## config.mk

```make
export PLATFORM = sky130hd
export DESIGN_NAME = bp_update_scheduler
export DESIGN_NICKNAME = d
export VERILOG_FILES = /design/src/rtl/bp_sched_pkg.sv /design/src/rtl/bp_upd_fifo.sv /design/src/rtl/bp_update_scheduler.sv
export SDC_FILE = /design/constraint.sdc
export NUM_CORES = 1
export LEC_CHECK = 0
export ABC_AREA = 1
export BUFFER_PORTS_ARGS = -buffer_cell sky130_fd_sc_hd__buf_2
export CORE_UTILIZATION = 47
export DETAILED_ROUTE_END_ITERATION = 7
export PLACE_DENSITY = 0.66
export SETUP_SLACK_MARGIN = 0.3
export SLEW_MARGIN = 30
export SYNTH_ARGS = -nofsm -noshare
export SYNTH_HDL_FRONTEND = slang
export SYNTH_SLANG_ARGS = --single-unit
export TNS_END_PERCENT = 10
```

## constraint.sdc

```tcl
create_clock -name clk -period 2.2 [get_ports clk]
set_input_delay 0.22 -clock clk [delete_from_list [all_inputs] [get_ports clk]]
set_output_delay 0.22 -clock clk [all_outputs]
set_load 0.01 [all_outputs]
```

## src/rtl/bp_sched_pkg.sv

```systemverilog
// Shared types and default parameters for the branch-predictor update scheduler.
// Contents:
//   arb_state_t - arbitration state. LkPri favours lookups; UpdPri forces one update.
//   upd_entry_t - buffered branch resolution {index, outcome, pred}.
//   is_miss()   - tells whether a buffered resolution was mispredicted.
package bp_sched_pkg;

  localparam int unsigned KDef      = 4;
  localparam int unsigned MDef      = 3;
  localparam int unsigned DepthDef  = 4;
  localparam int unsigned StarveDef = 3;
  localparam int unsigned CwDef     = 16;

  typedef enum logic [0:0] {
    LkPri,
    UpdPri
  } arb_state_t;

  typedef struct packed {
    logic [KDef-1:0] index;
    logic            outcome;
    logic            pred;
  } upd_entry_t;

  function automatic logic is_miss(input upd_entry_t e);
    return e.outcome != e.pred;
  endfunction

endpackage

```

## src/rtl/bp_upd_fifo.sv

```systemverilog
// Synchronous FIFO of branch resolutions awaiting a PHT update slot.
// Ports:
//   clk, reset         - clock and asynchronous active-low reset
//   push, push_data    - write an entry (ignored while full)
//   pop, pop_data      - read the head entry (ignored while empty)
//   full, empty, count - occupancy status
// The head is read straight from storage, so an entry pushed in cycle t can
// be popped in cycle t+1 at the earliest.
module bp_upd_fifo
  import bp_sched_pkg::*;
#(
  parameter int unsigned DEPTH = DepthDef
) (
  input  logic                       clk,
  input  logic                       reset,
  input  logic                       push,
  input  upd_entry_t                 push_data,
  input  logic                       pop,
  output upd_entry_t                 pop_data,
  output logic                       full,
  output logic                       empty,
  output logic [$clog2(DEPTH):0]     count
);

  localparam int unsigned AW = $clog2(DEPTH);

  upd_entry_t    mem_q [DEPTH];
  logic [AW:0]   wr_ptr_q;
  logic [AW:0]   rd_ptr_q;
  logic          do_push;
  logic          do_pop;

  // Pointers carry one extra wrap bit so full and empty are distinguishable.
  assign count    = wr_ptr_q - rd_ptr_q;
  assign full     = (count == (AW + 1)'(DEPTH));
  assign empty    = (count == '0);
  assign do_push  = push & ~full;
  assign do_pop   = pop & ~empty;
  assign pop_data = mem_q[rd_ptr_q[AW-1:0]];

  always_ff @(posedge clk or negedge reset) begin
    if (!reset) begin
      wr_ptr_q <= '0;
      rd_ptr_q <= '0;
    end else begin
      if (do_push) wr_ptr_q <= wr_ptr_q + 1'b1;
      if (do_pop)  rd_ptr_q <= rd_ptr_q + 1'b1;
    end
  end

  // Storage needs no reset; the pointers define which entries are valid.
  always_ff @(posedge clk) begin
    if (do_push) mem_q[wr_ptr_q[AW-1:0]] <= push_data;
  end

endmodule

```

## src/rtl/bp_update_scheduler.sv

```systemverilog
// Arbitrates the single PHT port (and the BHR) between fetch lookups and
// buffered execute-stage resolutions, with starvation protection for updates.
// Ports:
//   clk, reset                                    - clock, async active-low reset
//   lk_valid, lk_index, lk_ready                  - fetch lookup handshake
//   rs_valid, rs_index, rs_outcome, rs_pred,
//   rs_ready                                      - resolution handshake into FIFO
//   pht_en, pht_we, pht_index, pht_outcome        - registered PHT access
//   bhr_shift, bhr_bit                            - registered BHR shift request
//   total_cnt, miss_cnt                           - saturating update statistics
//   busy                                          - resolutions still queued
module bp_update_scheduler
  import bp_sched_pkg::*;
#(
  parameter int unsigned K      = KDef,
  parameter int unsigned M      = MDef,
  parameter int unsigned DEPTH  = DepthDef,
  parameter int unsigned STARVE = StarveDef,
  parameter int unsigned CW     = CwDef
) (
  input  logic          clk,
  input  logic          reset,
  input  logic          lk_valid,
  input  logic [K-1:0]  lk_index,
  output logic          lk_ready,
  input  logic          rs_valid,
  input  logic [K-1:0]  rs_index,
  input  logic          rs_outcome,
  input  logic          rs_pred,
  output logic          rs_ready,
  output logic          pht_en,
  output logic          pht_we,
  output logic [K-1:0]  pht_index,
  output logic          pht_outcome,
  output logic          bhr_shift,
  output logic          bhr_bit,
  output logic [CW-1:0] total_cnt,
  output logic [CW-1:0] miss_cnt,
  output logic          busy
);

  localparam int unsigned CntW = $clog2(DEPTH) + 1;
  localparam int unsigned StW  = $clog2(STARVE + 1);

  // The entry type is sized for the default index width and DEPTH must be a
  // power of two for the pointer wrap to work.
  if (K != KDef || M == 0 || DEPTH < 2 || (DEPTH & (DEPTH - 1)) != 0 || STARVE == 0)
  begin : g_bad_cfg
    $error("bp_update_scheduler: unsupported parameter combination");
  end

  upd_entry_t      push_entry;
  upd_entry_t      head;
  logic            fifo_full;
  logic            fifo_empty;
  logic [CntW-1:0] fifo_count;
  logic            push;
  logic            lk_grant;
  logic            upd_grant;

  arb_state_t      state_q;
  arb_state_t      state_d;
  logic [StW-1:0]  starve_q;
  logic [StW-1:0]  starve_d;

  logic            pht_en_q, pht_we_q, pht_outcome_q, bhr_shift_q, bhr_bit_q;
  logic [K-1:0]    pht_index_q;
  logic [CW-1:0]   total_q, miss_q;

  assign push_entry = '{index: rs_index, outcome: rs_outcome, pred: rs_pred};
  assign rs_ready   = ~fifo_full;
  assign push       = rs_valid & rs_ready;
  assign lk_ready   = (state_q == LkPri) | fifo_empty;
  assign busy       = (fifo_count != '0);

  bp_upd_fifo #(
    .DEPTH (DEPTH)
  ) u_fifo (
    .clk       (clk),
    .reset     (reset),
    .push      (push),
    .push_data (push_entry),
    .pop       (upd_grant),
    .pop_data  (head),
    .full      (fifo_full),
    .empty     (fifo_empty),
    .count     (fifo_count)
  );

  always_comb begin
    lk_grant  = lk_valid & lk_ready;
    upd_grant = ~lk_grant & ~fifo_empty;

    starve_d = starve_q;
    if (fifo_empty || upd_grant) begin
      starve_d = '0;
    end else if (lk_grant && starve_q != StW'(STARVE)) begin
      starve_d = starve_q + 1'b1;
    end

    state_d = state_q;
    unique case (state_q)
      LkPri: begin
        if (fifo_full ||
            (lk_grant && !fifo_empty && starve_q == StW'(STARVE - 1))) begin
          state_d = UpdPri;
        end
      end
      UpdPri: begin
        if (upd_grant) state_d = LkPri;
      end
      default: state_d = LkPri;
    endcase
  end

  always_ff @(posedge clk or negedge reset) begin
    if (!reset) begin
      state_q       <= LkPri;
      starve_q      <= '0;
      pht_en_q      <= 1'b0;
      pht_we_q      <= 1'b0;
      pht_index_q   <= '0;
      pht_outcome_q <= 1'b0;
      bhr_shift_q   <= 1'b0;
      bhr_bit_q     <= 1'b0;
      total_q       <= '0;
      miss_q        <= '0;
    end else begin
      state_q     <= state_d;
      starve_q    <= starve_d;
      pht_en_q    <= lk_grant | upd_grant;
      bhr_shift_q <= upd_grant;
      if (lk_grant) begin
        pht_we_q    <= 1'b0;
        pht_index_q <= lk_index;
      end else if (upd_grant) begin
        pht_we_q      <= 1'b1;
        pht_index_q   <= head.index;
        pht_outcome_q <= head.outcome;
        bhr_bit_q     <= head.outcome;
        if (total_q != '1) total_q <= total_q + 1'b1;
        if (is_miss(head) && miss_q != '1) miss_q <= miss_q + 1'b1;
      end
    end
  end

  assign pht_en      = pht_en_q;
  assign pht_we      = pht_we_q;
  assign pht_index   = pht_index_q;
  assign pht_outcome = pht_outcome_q;
  assign bhr_shift   = bhr_shift_q;
  assign bhr_bit     = bhr_bit_q;
  assign total_cnt   = total_q;
  assign miss_cnt    = miss_q;

endmodule

```

* Yosys cells after proc, flatten, opt, wreduce, memory -nomap -nowiden
Memories as Yosys holds them, arrays and structs flattened. Cells that the tools add are included.
Operators by class: shift-type cells 0, multipliers 0, mux-type cells 11, $add $sub $neg 6, reduce and logical (&&, ||, !) cells 14, eq/ne operators 6, $lt $le $gt $ge 0, divide/modulo/power cells 0, bitwise gates (word level) 11
Operator list (count):
- 16-bit by 1-bit adder with 16-bit output (second input constant) | 2
- 16-bit inequality test (second input constant) | 2
- 4-bit two-way mux | 2
- 3-bit by 1-bit adder with 3-bit output (second input constant) | 2
- 1-bit two-way mux | 6
- 3-bit AND reduction | 2
- 1-bit AND | 5
- 1-bit logical AND | 4
- 2-bit two-way mux | 2
- 1-bit inverter | 4
- 2-bit nonzero test | 2
- 3-bit equality test (second input constant) | 1
- 3-bit zero test | 1
- 3-bit nonzero test | 1
- 3-bit subtractor | 1
- 2-bit by 1-bit adder with 2-bit output (second input constant) | 1
- 2-bit equality test (second input constant) | 1
- 1-bit logical OR | 2
- 2-bit inequality test (second input constant) | 1
- 1-bit bitwise OR | 2
- 1-bit one-hot mux with 2 select lines | 1
- 2-bit AND reduction | 1
- 1-bit zero test | 1
- 1-bit inequality test | 1
Word-level totals: output and inout bits 44, bits in read-only memories 0, register bits after elaboration 49, bits of input ports 14, memories kept 1, RAM bits 24, bits in latches 0
Memory list:
- u_fifo.mem_q | depth 4, bits a word 6, read ports 1, clocked after memory_dff 0, write ports 1, RTL line bp_upd_fifo.sv:27 | upd_entry_t mem_q [DEPTH];

* Depth between registers and ports, before layout
depth in word-level cells 9, mapped depth 12

* Modules after synthesis
From an unflattened synthesis, not the netlist that was laid out.
Second synthesis, totals: cell total of the unflattened synthesis 483, area total of the unflattened synthesis 3940.0 um^2
Modules (own cells, without submodules):
- bp_update_scheduler | times used 1, area an instance 2572.5 um^2, seq. area each 1076.0 um^2, cells each 357
- bp_upd_fifo | times used 1, area an instance 1367.6 um^2, seq. area each 870.8 um^2, cells each 126

* Worst setup path after synthesis
No wires, ideal clock.
path type register to register, start reg u_fifo.rd_ptr_q[1], end mem u_fifo.mem_q[0][0] in the netlist's numbering (enable), setup slack 0.163 ns, arrival time 1.687 ns, path buffers 0, stages on the path, launching flop included 10, path through dfrtp_1 inv_2 ha_1 nand2_1 nand2_1 nand2_2 nand2_1 nand2_1 nand2_2 nor2_1
On the way: word-level cells in the longest chain between the ends 7
RTL lines:
- start, declared | RTL line bp_upd_fifo.sv:29 | logic [AW:0] rd_ptr_q;
- start signal, assigned | RTL line bp_upd_fifo.sv:47 | if (do_pop) rd_ptr_q <= rd_ptr_q + 1'b1;
- 3-bit subtractor (*) | RTL line bp_upd_fifo.sv:34 | assign count = wr_ptr_q - rd_ptr_q;
- 3-bit equality test (*) | RTL line bp_upd_fifo.sv:35 | assign full = (count == (AW + 1)'(DEPTH));
- 1-bit inverter (*) | RTL line bp_update_scheduler.sv:71 | assign rs_ready = ~fifo_full;
- named net rs_ready | RTL line bp_update_scheduler.sv:30 | output logic rs_ready,
- 1-bit AND | RTL line bp_update_scheduler.sv:72 | assign push = rs_valid & rs_ready;
- 1-bit AND (*) | RTL line bp_upd_fifo.sv:37 | assign do_push = push & ~full;
- 1-bit two-way mux (*) | RTL line bp_upd_fifo.sv:53 | if (do_push) mem_q[wr_ptr_q[AW-1:0]] <= push_data;
- 1-bit two-way mux (implied by the code) (*) | RTL line bp_upd_fifo.sv:53
- end, declared | RTL line bp_upd_fifo.sv:27
The timed path passes the listed nets; every way through them passes the cells marked *.

* Final worst setup path
start reg u_fifo.rd_ptr_q[1], end out lk_ready
On the way: word-level cells in the longest chain between the ends 3
RTL lines:
- 3-bit subtractor | RTL line bp_upd_fifo.sv:34
- 3-bit zero test | RTL line bp_upd_fifo.sv:36 | assign empty = (count == '0);
- 1-bit bitwise OR | RTL line bp_update_scheduler.sv:73 | assign lk_ready = (state_q == LkPri) | fifo_empty;
- end, declared | RTL line bp_update_scheduler.sv:25 | output logic lk_ready,
No other way between the ends.

==> impl_results.md <==
- TritonCTS clock tree: built
- Total GRT Usage: 0.208
- Vias: ~3,100
- Starting DRT DRC Count: roughly 140
- Mean Syn Cell Area: a little over 9 sq um
- Tcrit/Tclk final: 0.846
- Die H: 93.4 um
- Net load switching power: between 2 and 3 mW
- Cell Pwr Density: ~1300 nW/um^2
- Post-synth cell types: 34
- Synth Instances: ~430
- Worst-margin pin slew: 0.637 ns
- Layout Nets: 537
- Fill cells: 698
- Cell taking the most area after synthesis: dfrtp_1
- #FFs+latches synth: 73
- Crit path launch type: flop
- Post-synthesis sequential area ratio: 0.495
- Clock Tree Buf Depth: 2
- Outcome: completed
- Ys Warns: 0
- Max cap viols: 0
- Combinational Power Share: 0.508
- # H-tree levels: 3
- Post-Route WL: 8.59 mm
- Final RePlAce weighted congestion: 0.836
- Post-Syn Nets: 457
- I/O Buffers: 57
- Hold Path Depth: 1
- Cell row count: 32
- Asr flop ratio synth: 0.671
- DRC viols: 0
- Starting density of the core: 0.498
- TritonCTS buffer count: 9
- VDD IR max: 658 uV
- Routed wire per std cell: 13.9 um
- Worst reg-to-reg path cell count: 9
- Final clock skew: between 0.007 and 0.008 ns
- Layout area overhead: 20.3%
- Flop-to-flop setup slack: 0.36 ns
- Synth cell count leaders: nand2_1, dfrtp_1, inv_1
- Hpwl dp: 5.92 mm
- Top-count cell post-synth: nand2_1
- Clk slew on worst S/H paths: approximately 0.080 ns
- Fin worst setup slack: 0.339 ns
- # IOs: 58
- Vias in the first global route: 2,917
- Clock Latency Late Sink: 0.35 ns
- FF/Latch Area: about 2000 sq um
- Detail Route Antenna Nets: 0
- Max Fclk: ~540 MHz
- Pre-CTS setup slack: 0.150 ns
- Final Setup Violations: 0
- Vias/cell: 5.06
- Worst Setup Path Type: reg -> out
- Worst hold path type: in -> reg
- Fin util: 0.599
- Max FO, Critical Path: 6
- Total Die Area: 8730 sq um
- WP data arrival: between 1.5 and 2 ns
- Maximum number of pins on one net before global-route repair: 50
- Final hold violations: 0
- Req. time, crit path: 1.98 ns
- Total congestion overflow: 0
- CTS sink cnt: 73
- Min Clock Period, post-route: 1.86 ns
- Syn Std Cell Area: 3930 sq um
- Horiz. Die Dim: 93.4 um
- Ys flop type: dfrtp_1
- Number of antenna violations at the first check in global routing: 0
- Net Sw Frac: 0.427
- Pins Over Slew Limit: 0
- Sequential power share: 0.324
- CP endpoint kind: output port
- TritonRoute pass-1 iters: 4
- Share of layout cells above drive strength 1: 0.284
- Slew headroom: 0.575
- Area of the multi-input gates: 1810 sq um
- Core box area: between 7000 and 8000 sq um
- Setup TNS: 0 ns
- Leakage power: 2.28 nW
- Top-area cell type share of the netlist area: 0.312
- Number of flops mapped to enable cells by yosys: 24
- Root cell of the clock tree: clkbuf_8
- Clock network power share: 0.168
- Top post-synthesis cells by area: dfrtp_1, edfxtp_1, nand2_1, xor2_1, ha_1
- Int Power: between 3 and 4 mW
- First-pass GRT wire length: 13.7 mm
- RSZ-0062 raised after global routing: yes
- ANT cells: 0
## layer usage
layer	global-route usage	routed length, um	part of all wire	vias to the layer above
met3	0.0447	487	0.057	12
li1	-	-	-	1549
met5	0	0	0	-
met4	0.0974	92	0.011	0
met2	0.338	4170	0.49	88
met1	0.263	3840	0.45	1484
## through the flow
step	power, mW	hold slack (ns)	area [sq um]	cells
after floorplan	4.14	-0.0756	3940	432
after global placement	4.61	0.367	4290	586
after detailed placement	4.66	0.376	4290	586
after CTS	5.99	0.0745	4570	608
after global routing	6.83	0.0853	4730	619
final	6.37	0.0953	4730	619
## area by class of cell
type | count | share of cell area
inverters | 40 | 0.0334
repair buffers | 78 | 0.102
clock buffers | 11 | 0.0299
well taps | 102 | 0.0270
multi-input cells | 310 | 0.384
clock inverters | 5 | 0.0116
flip-flops and latches | 73 | 0.413
## registers in the layout (all words and copies together) (netlist names)
signal / flops
state_q: 1
bhr_shift: 1
u_fifo.wr_ptr_q: 3
u_fifo.rd_ptr_q: 3
total_cnt: 16
pht_we: 1
pht_en: 1
starve_q: 2
miss_cnt: 16
pht_index: 4
u_fifo.mem_q: 24
bhr_bit: 1
## what timing repair did
item | CTS | global route
buffers inserted | 5 | 10
endpoints found under the hold margin | 3 | 0
endpoints found under the setup margin | 59 | 67
hold buffers | 1 | 0
pin swaps | 2 | 3
gates resized for setup | 8 | 15
cloned | 0 | 1
## logic make-up (layout without fill, tap and decap cells)
group                    count (synthesis)  in the layout  synth area share
AND/OR/NAND/NOR                        223            224             0.268
XOR/XNOR                                31             31            0.0691
AO/OA/AOI/OAI                           44             44            0.0669
adder cells (fa/ha/maj)                 11             11            0.0350
buffers and inverters                   50            134            0.0656
flip-flops                              73             73             0.495
## cells in the final DEF (no fill, tap or decap), drive strengths merged, types with 2 or more instances in the layout
cell type and instances:
o22a 4, a21oi 3, dfrtp 49, clkinv 2, ha 11, o21ai 35, edfxtp 24, nand2 141
xor2 19, clkinvlp 2, clkbuf 11, nor2 38, nand3 30, inv 40, buf 77, nor3 9
xnor2 12, nand4 5
## final timing paths
check | from | end
worst max-delay path | u_fifo.rd_ptr_q[1] | lk_ready
worst min-delay path | rs_index[1] | u_fifo.mem_q[3][3]
worst max register to register | u_fifo.rd_ptr_q[1] | u_fifo.mem_q[3][0]
worst min register to register | pht_we | pht_we
max in group asynchronous | reset | total_cnt[0]
min in group asynchronous | reset | pht_index[3]
## worst max-delay path: stages, from the launching register on
cell	delay (ns)
dfrtp_1	0.39
inv_2	0.08
ha_4	0.21
a21oi_2	0.15
nand2_2	0.10
nand3_4	0.15
nand2_4	0.07
buf_6	0.13
## power groups by stage
stage | clock network (mW) | registers, mW | logic [mW]
after floorplan | 0 | 2.14 | 2.00
after global placement | 0 | 2.07 | 2.53
after detailed placement | 0 | 2.08 | 2.59
after CTS | 1.09 | 2.06 | 2.85
after global routing | 1.13 | 2.11 | 3.59
final | 1.07 | 2.07 | 3.24
No activity file was read; power rests on OpenSTA's default activity.
